File: config.mk
export PLATFORM = sky130hd
export DESIGN_NAME = ps2_keyboard_port_flat
export DESIGN_NICKNAME = d
export VERILOG_FILES = /design/src/rtl/ps2_keyboard_port_if.sv /design/src/rtl/ps2_keyboard_port.sv /design/src/flat_wrapper.sv
export SDC_FILE = /design/constraint.sdc
export NUM_CORES = 1
export LEC_CHECK = 0
export ABC_AREA = 1
export CAP_MARGIN = 5
export CORE_MARGIN = 10
export CORE_UTILIZATION = 52
export CTS_BUF_LIST = sky130_fd_sc_hd__clkbuf_8
export DETAILED_ROUTE_END_ITERATION = 8
export GPL_TIMING_DRIVEN = 0
export PLACE_DENSITY = 0.7
export SLEW_MARGIN = 20
export SYNTH_ARGS = -nofsm -noshare
export SYNTH_HDL_FRONTEND = slang
export SYNTH_SLANG_ARGS = --single-unit
File: constraint.sdc
create_clock -name clk -period 3.8 [get_ports clk]
set_clock_uncertainty 0.05 [all_clocks]
set_input_delay 0.38 -clock clk [delete_from_list [all_inputs] [get_ports clk]]
set_output_delay 0.38 -clock clk [all_outputs]
set_load 0.05 [all_outputs]
File: src/rtl/ps2_keyboard_port_if.sv
// Bus-side bundle for the PS/2 keyboard port: raw PS/2 pins plus the
// register read strobe/select and the read response.
interface ps2_keyboard_port_if;
  logic        ps2_clk;
  logic        ps2_dat;
  logic        read_data;
  logic        addr;
  logic [15:0] data_out;
  logic        data_done;
  logic        irq_pending;

  // Environment side: drives the pins and the read requests
  modport master (
    output ps2_clk, ps2_dat, read_data, addr,
    input  data_out, data_done, irq_pending
  );

  // Port side: receives frames and answers register reads
  modport slave (
    input  ps2_clk, ps2_dat, read_data, addr,
    output data_out, data_done, irq_pending
  );
endinterface

File: src/rtl/ps2_keyboard_port.sv
// PS/2 keyboard receiver with scancode FIFO and a two-register read port
// (0 = DATA, 1 = STATUS). Define PS2_PARITY_CHECK_EN to drop frames with
// bad (even) parity and report them through the sticky ParErr flag.
module ps2_keyboard_port #(
  parameter int unsigned FIFO_DEPTH     = 8,
  parameter int unsigned TIMEOUT_CYCLES = 50000
) (
  input logic                clk,
  input logic                rst_n,
  ps2_keyboard_port_if.slave bus
);

  localparam int unsigned AW = (FIFO_DEPTH > 1) ? $clog2(FIFO_DEPTH) : 1;
  localparam int unsigned CW = $clog2(FIFO_DEPTH + 1);
  localparam int unsigned TW = $clog2(TIMEOUT_CYCLES + 1);

`ifdef PS2_PARITY_CHECK_EN
  localparam bit PARITY_CHECK = 1'b1;
`else
  localparam bit PARITY_CHECK = 1'b0;
`endif

  typedef enum logic [1:0] {IDLE, DATA, PARITY, STOP} rx_state_t;

  // Synchronizers and edge detector
  logic clk_s1, clk_s2, clk_q;
  logic dat_s1, dat_s2;
  logic fall;

  // Receiver
  rx_state_t     state;
  logic [2:0]    bit_cnt;
  logic [7:0]    shift;
  logic          par_bit;
  logic [TW-1:0] to_cnt;
  logic          push_pend;
  logic [7:0]    push_byte;
  logic          perr_pend;
  logic          parity_ok;

  // FIFO and register file
  logic [7:0]    mem [FIFO_DEPTH];
  logic [AW-1:0] wr_ptr, rd_ptr;
  logic [CW-1:0] count, count_next;
  logic          empty, full, do_pop, do_push, ovf_set, status_rd;
  logic          overflow, par_err;
  logic [15:0]   data_out_q;
  logic          data_done_q, irq_q;

  assign fall      = clk_q & ~clk_s2;
  assign parity_ok = !PARITY_CHECK || (^{shift, par_bit});

  assign empty      = (count == '0);
  assign full       = (count == CW'(FIFO_DEPTH));
  assign do_pop     = bus.read_data & ~bus.addr & ~empty;
  assign do_push    = push_pend & (~full | do_pop);
  assign ovf_set    = push_pend & full & ~do_pop;
  assign status_rd  = bus.read_data & bus.addr;
  assign count_next = count + CW'(do_push) - CW'(do_pop);

  assign bus.data_out    = data_out_q;
  assign bus.data_done   = data_done_q;
  assign bus.irq_pending = irq_q;

  // Two-flop synchronizers (idle bus level on reset) plus edge-detect history
  always_ff @(posedge clk) begin
    if (!rst_n) begin
      clk_s1 <= 1'b1;
      clk_s2 <= 1'b1;
      clk_q  <= 1'b1;
      dat_s1 <= 1'b1;
      dat_s2 <= 1'b1;
    end else begin
      clk_s1 <= bus.ps2_clk;
      clk_s2 <= clk_s1;
      clk_q  <= clk_s2;
      dat_s1 <= bus.ps2_dat;
      dat_s2 <= dat_s1;
    end
  end

  // Frame receiver FSM with inactivity timeout; a good frame raises push_pend for one cycle
  always_ff @(posedge clk) begin
    if (!rst_n) begin
      state     <= IDLE;
      bit_cnt   <= '0;
      shift     <= '0;
      par_bit   <= 1'b0;
      to_cnt    <= '0;
      push_pend <= 1'b0;
      push_byte <= '0;
      perr_pend <= 1'b0;
    end else begin
      push_pend <= 1'b0;
      perr_pend <= 1'b0;
      if (state == IDLE || fall) to_cnt <= '0;
      else                       to_cnt <= to_cnt + TW'(1);

      if (state != IDLE && !fall && to_cnt == TW'(TIMEOUT_CYCLES - 1)) begin
        state <= IDLE;
      end else if (fall) begin
        case (state)
          IDLE: begin
            if (!dat_s2) begin
              state   <= DATA;
              bit_cnt <= '0;
            end
          end
          DATA: begin
            shift   <= {dat_s2, shift[7:1]};
            bit_cnt <= bit_cnt + 3'd1;
            if (bit_cnt == 3'd7) state <= PARITY;
          end
          PARITY: begin
            par_bit <= dat_s2;
            state   <= STOP;
          end
          STOP: begin
            state <= IDLE;
            if (dat_s2) begin
              if (parity_ok) begin
                push_pend <= 1'b1;
                push_byte <= shift;
              end else begin
                perr_pend <= 1'b1;
              end
            end
          end
          default: state <= IDLE;
        endcase
      end
    end
  end

  // FIFO storage; contents need no reset since pointers and count define validity
  always_ff @(posedge clk) begin
    if (do_push) mem[wr_ptr] <= push_byte;
  end

  // FIFO pointers, sticky flags and registered read response
  always_ff @(posedge clk) begin
    if (!rst_n) begin
      wr_ptr      <= '0;
      rd_ptr      <= '0;
      count       <= '0;
      overflow    <= 1'b0;
      par_err     <= 1'b0;
      data_out_q  <= 16'h0000;
      data_done_q <= 1'b0;
      irq_q       <= 1'b0;
    end else begin
      data_done_q <= bus.read_data;
      if (bus.read_data) begin
        if (!bus.addr) data_out_q <= empty ? 16'h0000 : {1'b1, 7'b0, mem[rd_ptr]};
        else           data_out_q <= {overflow, par_err, 7'b0, 7'(count)};
      end
      if (do_pop)  rd_ptr <= rd_ptr + AW'(1);
      if (do_push) wr_ptr <= wr_ptr + AW'(1);
      count    <= count_next;
      irq_q    <= (count_next != '0);
      // a new event in the same cycle as a STATUS read survives the clear
      overflow <= (overflow & ~status_rd) | ovf_set;
      par_err  <= (par_err & ~status_rd) | perr_pend;
    end
  end

endmodule

File: src/flat_wrapper.sv
// flat-port wrapper written by rule: the top's interface ports become plain ports
module ps2_keyboard_port_flat 
#(
  parameter int unsigned FIFO_DEPTH     = 8,
  parameter int unsigned TIMEOUT_CYCLES = 50000
)
  (clk, rst_n, bus_ps2_clk, bus_ps2_dat, bus_read_data, bus_addr, bus_data_out, bus_data_done, bus_irq_pending);
  ps2_keyboard_port_if bus_i ();
  input logic clk;
  input logic rst_n;
  input wire logic [$bits(bus_i.ps2_clk)-1:0] bus_ps2_clk;
  input wire logic [$bits(bus_i.ps2_dat)-1:0] bus_ps2_dat;
  input wire logic [$bits(bus_i.read_data)-1:0] bus_read_data;
  input wire logic [$bits(bus_i.addr)-1:0] bus_addr;
  output wire logic [$bits(bus_i.data_out)-1:0] bus_data_out;
  output wire logic [$bits(bus_i.data_done)-1:0] bus_data_done;
  output wire logic [$bits(bus_i.irq_pending)-1:0] bus_irq_pending;
  assign bus_i.ps2_clk = bus_ps2_clk;
  assign bus_i.ps2_dat = bus_ps2_dat;
  assign bus_i.read_data = bus_read_data;
  assign bus_i.addr = bus_addr;
  assign bus_data_out = bus_i.data_out;
  assign bus_data_done = bus_i.data_done;
  assign bus_irq_pending = bus_i.irq_pending;
  ps2_keyboard_port #(.FIFO_DEPTH(FIFO_DEPTH), .TIMEOUT_CYCLES(TIMEOUT_CYCLES)) u_core (.clk(clk), .rst_n(rst_n), .bus(bus_i));
endmodule
==> impl_metrics.toml <==
[outcome]
run_status = "finished, final reports clean"

[cts]
ctsHoldBuffers = 0
path_clk_slew_ns = 0.08
cts_resized = 0
cts_buffers = 17
cts_tree = "yes"
clock_latency_ns = 0.44
htree_num_levels = 4
clockBufferDepth = 2
post_cts_buffers = 0
numClockSinks = 134
cts_root_buffer = "clkbuf_8"

[power]
p_leak_nw = 2.60
peakVddDrop_mv = 0.324
power.total_mw = 3.49
power.density_nw_per_um2 = 542

[synthesis]
synthDistinctLibCells = 33
synth_edf_count = 64
synth_flop_cell = "dfxtp_1"
synth_seq_cells = 134
yosysWarnings = 0
postSynthCellCount = 630
synth-seq-area-share_pct = 58.7
syn_avg_cell_area_um2 = 8.98
async_reset_ff_share_pct = 0
synthesis.area_um2 = 5660

[final_layout]
utilization_pct = 60.0
area_delta_synth_final_pct = 13.9
nets = 691
stdcell_area_um2 = 6440
final_cell_count_no_fill = 822
diodes = 0
drive_gt1_share_pct = 10.4

[sta]
worstMarginPinSlew_ns = 0.806
finalHoldViolCount = 0
worst_hold_slack_ns = 0.219
maxSlewHeadroom_pct = 46.1
fmax_mhz = 389
worst_slack_ns = 1.23
rsz0062_at_grt = "no"
fin_setup_tns_ns = 0
finalCritPeriodShare_pct = 67.6
slew_violations = 0
finalSetupViolCount = 0
finalCriticalPeriod_ns = 2.57

[placed_design]
hpwl_um = 8510
dp_slack_ns = 1.00
placed_area_um2 = 6000
io_buffers = 15
place_inst = 790
place.gp.congestion = 0.850

[critical_path]
crit_start = "u_core.count[2]"
cp-end-kind = "flip-flop"
path_class = "flip-flop to flip-flop"
worstSetupStartpointType = "flip-flop"
crit_required_ns = 4.08
path_max_fanout = 4
arrival_ns = 2.85
r2r-start = "u_core.count[2]"
reg2reg_slack_ns = 1.23

[die]
die_x_um = 124
dieArea_um2 = 15500
rows = 38
die_h_um = 124
start_util_pct = 52.6
coreArea_um2 = 10700
pin_count = 24

[global_routing]
antenna_found_initial = 0
track_usage_pct = 15.8
gr-total-overflow = 0
first_global_vias = 4152
grt_start_max_net_pins = 17
grt_pass1_wl_um = 19900

[worst_hold_path]
min_path_type = "input pin to flip-flop"
worstHoldStart = "rst_n"

[detailed_routing]
drc = 0
vias_per_cell = 5.21
firstDrtPassIters = 5
ant_nets = 0
drt_iter0_markers = 372
num_vias = 4280
wl_per_cell_um = 14.9
wl_um = 12200

[run]
drv_cap = 0
[worst max-delay path: stages (launching register included)]
cell	delay, ns
dfxtp_1	0.31
inv_1	0.11
ha_1	0.17
nor3b_1	0.40
nand2_2	0.17
nand2_4	0.11
inv_4	0.05
ha_1	0.22
fa_1	0.38
o21a_1	0.23
nor3_1	0.17
nand2_1	0.08
[flip-flops by register name, summed over array words and instances (netlist names), 2 cells and up, named ones only]
register             count
u_core.mem              64
u_core.to_cnt           16
u_core.bus.data_out     10
u_core.push_byte         8
u_core.shift             8
u_core.count             4
u_core.bit_cnt           3
u_core.rd_ptr            3
u_core.wr_ptr            3
u_core.state             2
[synthesized netlist by cell type, drive strengths merged, types with 3 or more instances]
cell type / number / area (um^2)
a21oi: 31 / 155
a32oi: 4 / 35.0
buf: 23 / 134
clkbuf: 3 / 12.5
dfxtp: 70 / 1400
edfxtp: 64 / 1920
ha: 15 / 188
inv: 61 / 231
nand2: 180 / 701
nand3: 46 / 230
nand3b: 3 / 22.5
nand4: 6 / 37.5
nor2: 80 / 328
o21ai: 27 / 135
or2: 7 / 43.8
[layout by cell type (no fill, tap or decap), types with 2 or more instances in the layout]
master and n:
xor2_1 2, inv_4 4, nor2_1 73, clkbuf_1 2
nor3_1 2, or2_0 2, nand3_1 46, dfxtp_1 70
inv_1 61, buf_4 8, nand3b_1 3, nand4_1 6
edfxtp_1 64, clkinv_2 3, nor2_2 5, nor2_4 2
a21oi_1 31, a32oi_1 4, clkdlybuf4s50_1 15, o21ai_0 27
conb_1 6, nand2_4 3, clkinv_4 2, ha_1 15
buf_2 14, bufinv_16 5, nand2_1 176, or2_2 5
clkbuf_8 17
[kinds of logic (layout without fill, tap and decap cells)]
family                   Yosys count  after routing  share of synthesized area (%)
buffers and inverters             87            134                           6.68
AND/OR/NAND/NOR                  325            325                           24.4
flip-flops                       134            134                           58.7
XOR/XNOR                           2              2                          0.310
AO/OA/AOI/OAI                     65             65                           6.13
adder cells (fa/ha/maj)           16             16                           3.67
other                              1              6                         0.0663
[metal layers]
metal,global-route usage [%],up-vias,share of wire (%)
li1,-,2114,-
met1,18.1,2015,42
met2,27.8,128,52
met3,3.66,23,4.9
met4,5.96,0,1.9
met5,0,-,0
[path summary, 6_finish.rpt]
path	endpoint	cells past startpoint
setup / recovery	u_core.bus.irq_pending	11
setup reg to reg	u_core.bus.irq_pending	11
hold / removal	u_core.count[1]	3
hold reg to reg	u_core.dat_s2	1
[power breakdown]
group / switching, mW / internal, mW
combinational: 0.401 / 0.192
sequential: 0.0318 / 1.55
clock: 0.543 / 0.775
total: 0.976 / 2.52
[cell type report]
cell class / count / area, um^2
tap: 140 / 175
clock inverter: 15 / 209
buffer: 26 / 146
timing repair buffer: 15 / 150
sequential: 134 / 3320
multi-input combinational: 414 / 1970
inverter: 61 / 231
clock buffer: 17 / 234
fill: 968 / 4300
Power figures use the tool's default switching activity.
